**src/rtl/prim_arbiter_rr_lock.sv**
```systemverilog
// N:1 round-robin arbiter that holds the winner until it transfers a beat flagged last,
// and pulses err_len_o when a burst grows past MaxBeats beats.
module prim_arbiter_rr_lock #(
    parameter int  N          = 4,
    parameter int  DW         = 32,
    parameter bit  EnDataPort = 1'b1,
    parameter int  MaxBeats   = 16,
    localparam int IdxW       = $clog2(N),
    localparam int CntW       = $clog2(MaxBeats + 1)
) (
    input  logic                 clk_i,
    input  logic                 rst_i,
    input  logic [N-1:0]         req_i,
    input  logic [N-1:0]         last_i,
    input  logic [N-1:0][DW-1:0] data_i,
    output logic [N-1:0]         gnt_o,
    output logic [IdxW-1:0]      idx_o,
    output logic                 valid_o,
    output logic [DW-1:0]        data_o,
    input  logic                 ready_i,
    output logic                 locked_o,
    output logic                 err_len_o
);

    typedef enum logic {
        S_IDLE   = 1'b0,
        S_LOCKED = 1'b1
    } state_e;

    state_e          r_state;
    state_e          w_state_next;
    logic [IdxW-1:0] r_ptr;
    logic [IdxW-1:0] w_ptr_next;
    logic [IdxW-1:0] r_lock_idx;
    logic [IdxW-1:0] w_lock_idx_next;
    logic [CntW-1:0] r_beat;
    logic [CntW-1:0] w_beat_next;

    logic [IdxW-1:0] w_cand [N];
    logic [N-1:0]    w_cand_req;
    logic [IdxW-1:0] w_winner;
    logic            w_acc;
    logic            w_last_sel;

    function automatic logic [IdxW-1:0] next_idx(input logic [IdxW-1:0] x);
        return (x == IdxW'(N - 1)) ? '0 : x + 1'b1;
    endfunction

    // Candidate at offset gi from the pointer, wrapped modulo N (N need not be a power of two).
    generate
        for (genvar gi = 0; gi < N; gi++) begin : g_cand
            logic [IdxW:0] w_sum;
            assign w_sum          = {1'b0, r_ptr} + (IdxW+1)'(gi);
            assign w_cand[gi]     = (w_sum >= (IdxW+1)'(N)) ? IdxW'(w_sum - (IdxW+1)'(N))
                                                            : w_sum[IdxW-1:0];
            assign w_cand_req[gi] = req_i[w_cand[gi]];
        end
    endgenerate

    always_comb begin
        w_winner = '0;
        for (int i = N - 1; i >= 0; i--) begin
            if (w_cand_req[i]) begin
                w_winner = w_cand[i];
            end
        end
    end

    always_comb begin
        valid_o  = 1'b0;
        idx_o    = '0;
        locked_o = 1'b0;
        if (!rst_i) begin
            case (r_state)
                S_IDLE: begin
                    valid_o = |req_i;
                    idx_o   = w_winner;
                end
                S_LOCKED: begin
                    locked_o = 1'b1;
                    idx_o    = r_lock_idx;
                    valid_o  = req_i[r_lock_idx];
                end
                default: ;
            endcase
        end
    end

    assign w_acc      = valid_o & ready_i;
    assign w_last_sel = last_i[idx_o];
    assign err_len_o  = w_acc && (r_state == S_LOCKED) && (r_beat == CntW'(MaxBeats));

    generate
        for (genvar gi = 0; gi < N; gi++) begin : g_gnt
            assign gnt_o[gi] = w_acc && (idx_o == IdxW'(gi));
        end
        if (EnDataPort) begin : g_data
            assign data_o = data_i[idx_o];
        end else begin : g_nodata
            assign data_o = '1;
        end
    endgenerate

    always_comb begin
        w_state_next    = r_state;
        w_ptr_next      = r_ptr;
        w_lock_idx_next = r_lock_idx;
        w_beat_next     = r_beat;
        if (w_acc) begin
            case (r_state)
                S_IDLE: begin
                    if (w_last_sel) begin
                        w_ptr_next  = next_idx(idx_o);
                        w_beat_next = '0;
                    end else begin
                        w_state_next    = S_LOCKED;
                        w_lock_idx_next = idx_o;
                        w_beat_next     = CntW'(1);
                    end
                end
                S_LOCKED: begin
                    // Saturate so the length error fires only once per burst.
                    if (r_beat != CntW'(MaxBeats + 1)) begin
                        w_beat_next = r_beat + 1'b1;
                    end
                    if (w_last_sel) begin
                        w_state_next = S_IDLE;
                        w_ptr_next   = next_idx(r_lock_idx);
                        w_beat_next  = '0;
                    end
                end
                default: ;
            endcase
        end
    end

    always_ff @(posedge clk_i) begin
        if (rst_i) begin
            r_state    <= S_IDLE;
            r_ptr      <= '0;
            r_lock_idx <= '0;
            r_beat     <= '0;
        end else begin
            r_state    <= w_state_next;
            r_ptr      <= w_ptr_next;
            r_lock_idx <= w_lock_idx_next;
            r_beat     <= w_beat_next;
        end
    end

    a_gnt_onehot: assert property (@(posedge clk_i) $onehot0(gnt_o));
    a_gnt_acc:    assert property (@(posedge clk_i) (|gnt_o) |-> (valid_o && ready_i));
    a_lock_idx:   assert property (@(posedge clk_i) locked_o |-> (idx_o == r_lock_idx));
    a_idx_range:  assert property (@(posedge clk_i) 32'(idx_o) < N);
    generate
        if (EnDataPort) begin : g_data_chk
            a_data: assert property (@(posedge clk_i) w_acc |-> (data_o == data_i[idx_o]));
        end
    endgenerate

endmodule

```
**config.mk**
```make
export PLATFORM = sky130hd
export DESIGN_NAME = prim_arbiter_rr_lock
export DESIGN_NICKNAME = d
export VERILOG_FILES = /design/src/rtl/prim_arbiter_rr_lock.sv
export SDC_FILE = /design/constraint.sdc
export NUM_CORES = 1
export LEC_CHECK = 0
export ABC_AREA = 1
export CAP_MARGIN = 20
export CELL_PAD_IN_SITES_DETAIL_PLACEMENT = 0
export CELL_PAD_IN_SITES_GLOBAL_PLACEMENT = 1
export CORE_MARGIN = 8
export CORE_UTILIZATION = 20
export CTS_CLUSTER_SIZE = 28
export DETAILED_ROUTE_END_ITERATION = 7
export PLACE_DENSITY_LB_ADDON = 0.1
export RECOVER_POWER = 50
export SLEW_MARGIN = 20
export SYNTH_ARGS = -nofsm -noshare
export SYNTH_HDL_FRONTEND = slang
export SYNTH_SLANG_ARGS = --single-unit
```
**constraint.sdc**
```tcl
create_clock -name clk_i -period 2.9 [get_ports clk_i]
set_input_delay 0.29 -clock clk_i [delete_from_list [all_inputs] [get_ports clk_i]]
set_output_delay 0.29 -clock clk_i [all_outputs]
set_load 0.03 [all_outputs]
```
==> summary.txt, run 1 <==
Worst-path fanout max = 71
Type of destination of the critical path = output port
CP peak stage delay = 0.50 ns
Placed Cells incl. Taps = 654
Syn Std Cell Area = 0.00199 sq mm
Area leader, netlist = nor2_1
Max IR drop VDD = 193 uV
Worst Skew = 0.000368 ns
Total track usage = 0.152
Vias/cell = 4.53
Synth-to-Final Area Change = 92.8%
Post-CTS Setup Bufs = 0
Critical Path Source Type = primary input
Post_cts resized = 0
Total gr overflow = 0
Cell area after layout = 0.00385 sq mm
Synth Area per Inst = 5.65 sq um
Worst-Margin Slew = 0.697 ns
Setup TNS Final = 0 ns
Routed Antenna Nets = 0
Largest cells by area after synthesis = nor2_1, o21ai_0, dfxtp_1
IO Port Bufs = 179
CP max-delay cell = clkdlybuf4s50_1
Switching component of the power = 741 uW
Final Power = 1460 uW
CTS Hold Bufs = 0
Final setup vio count = 0
Placer congestion estimate = 0.793
Routed wire length = 10600 um
Total die area = 0.0134 sq mm
DRT Pass-1 Iters = 4
Leak = 0.00161 uW
Initial core utilization = 0.205
Fin. Hold Viols = 0
Final Max Tran Viols = 0
Synth Flop Type = dfxtp_1
Number of cells in the finished layout apart from fillers = 657
Post-synth top area share = 0.147
Ant. Diodes = 0
# clock sinks = 10
Syn. warnings = 0
Post-route DRC = 0
Initial antenna violation count = 1
Metal3 WL = 1270 um
Vias = 2973
Routed length per instance = 16.1 um
Post-Synthesis Cells = 353
Commonest cells after routing, fill and taps aside = clkdlybuf4s50_1, nor2_1, o21ai_0
Post-synthesis cell type count = 30
Worst endpoint data arrival time = 2.39 ns
Fraction of layout instances using a drive strength above 1 = 0.147
Crit path max-delay family = buffers and inverters
Most common cell after layout, fill and taps aside = clkdlybuf4s50_1
Register area share after synthesis = 0.100
Crit share post-route = 0.924
Post-synth EDFFs = 0
Fmax = 373 MHz
Root buffer cell = clkbuf_8
CP most frequent cell = nand2_2
Comb pwr share = 0.792
Dpl cell area = 0.00386 sq mm
Met2 WL = 5190 um
Drt first-iter violations = 96
M1 wire length = 3940 um
Register share of total power = 0.112
Outcome = finished clean
Clk Latency, worst-skew pair = 0.23 ns
Power Dens Cells = 380 mW/mm^2
CTS Buf Count = 3
Die Y = 116 um
Synth Register Bits = 10
Rel. slew slack = 0.529
I/O pins = 180
Top layer in use = met5
Final net count = 673
Min Tclk post-route = 2.68 ns
Largest net degree at the start of global routing = 72
CTS tree = done
Row cnt = 36
RSZ-0062 raised after global routing = false
Synth async-reset ratio = 0
Syn nets = 500
Max Cap Viol = 0
P_int = 721 uW
CP bufs+invs = 4
Min-Delay Path Class = reg2reg
Global-route wire length before repair = 16100 um
Tightest hold margin = 0.533 ns
Hpwl dp = 8920 um
Worst endpoint required time = 2.61 ns
CTS H-tree depth = 1
Clk buf depth = 2
Die width = 116 um
Core ar. = 0.00973 sq mm
Clk slew on worst S/H paths = 0.05 ns
Sw Share = 0.507
Clk pwr share = 0.096
Critical Path, Cell by Cell = clkdlybuf4s50_1 > inv_1 > nand2_2 > nand2_2 > nand2_1 > nand2_2 > nand2_2 > nand2_1 > nand2_2 > nand3_4 > nand2_4 > buf_12 > o21ai_0 > o22ai_1 > buf_4
Setup CP Type = in2out
Vias in the first global route = 3020
[sequential cells by signal, indices dropped and copies added, names as in the netlist]
name and cells:
r_beat 5, r_state 1, r_ptr 2, r_lock_idx 2
[path summary, 6_finish.rpt]
kind | cells past startpoint | endpoint | from | slack (ns)
worst min register to register | 2 | r_beat[3] | r_beat[3] | 0.53
worst max-delay path | 15 | data_o[27] | req_i[3] | 0.22
worst min-delay path | 2 | r_beat[3] | r_beat[3] | 0.53
worst max register to register | 19 | r_beat[0] | r_ptr[0] | 0.59
[layer usage]
layer  global-route usage  vias to the layer above
met5                    0                        -
met4               0.0320                        2
met3               0.0787                       12
met2                0.269                      109
met1                0.155                     1294
li1                     -                     1556
[metrics by stage]
stage	worst slack [ns]	utilization
final	0.220	0.395
after global placement	0.130	0.396
after detailed placement	0.0975	0.396
after CTS	0.0385	0.401
after global routing	0.0281	0.395
after floorplan	0.274	-
[worst reg2reg max path: stages, from the launching register on]
cell and delay [ns]:
dfxtp_2 0.46, inv_6 0.07, nand2_2 0.06, nand2_2 0.06
nand2_1 0.08, nand2_2 0.06, nand2_2 0.07, nand2_1 0.06
nand2_2 0.08, nand3_4 0.10, nand2_4 0.11, buf_12 0.26
nand2_1 0.10, nand3_1 0.08, nand2_1 0.14, nand3_1 0.20
nand2_2 0.08, nand2_1 0.07, nand2_1 0.04, nor2_1 0.07
[power by group through the flow]
stage / clock, uW / combinational (uW) / sequential (uW)
after floorplan: 0 / 689 / 158
after global placement: 0 / 1210 / 167
after detailed placement: 0 / 1200 / 166
after CTS: 143 / 1200 / 163
after global routing: 155 / 1250 / 166
final: 141 / 1160 / 163
[synth_stat cells, drive strengths merged (2+ instances only)]
master   n
nor2    80
o21ai   73
nand2   45
o22ai   32
nand3   31
inv     28
buf     14
a21oi   12
dfxtp   10
clkbuf   9
ha       8
xor2     3
nor3     2
[layout make-up]
cell class              instances  area, sq um
fillers                      1064         5880
flip-flops and latches         10          201
clock buffers                   3         41.3
inverters                      28          113
repair buffers                191         1800
multi-input cells             292         1520
well taps                     133          166
[cell families (layout without fill, tap and decap cells)]
kind of cell               Yosys count  in the layout  share of synthesized area
xor gates and xnor gates             3              3                     0.0132
and+or+nand+nor                    159            159                      0.378
muxes                                1              1                    0.00502
adders and majority gates            8              8                     0.0502
buffers and inverters               51            222                      0.119
AOI/OAI and AO/OA                  121            121                      0.334
DFF                                 10             10                      0.100
No activity file was read; power rests on OpenSTA's default activity.
==> run 2, diff against run 1 <==
--- a/config.mk
+++ b/config.mk
@@ -6,7 +6,7 @@
 export NUM_CORES = 1
 export LEC_CHECK = 0
 export ABC_AREA = 1
-export CAP_MARGIN = 20
+export CAP_MARGIN = 5
 export CELL_PAD_IN_SITES_DETAIL_PLACEMENT = 0
 export CELL_PAD_IN_SITES_GLOBAL_PLACEMENT = 1
 export CORE_MARGIN = 8
==> results of run 2 <==
The final DEF is identical to that of run 1; final timing and power are the same.
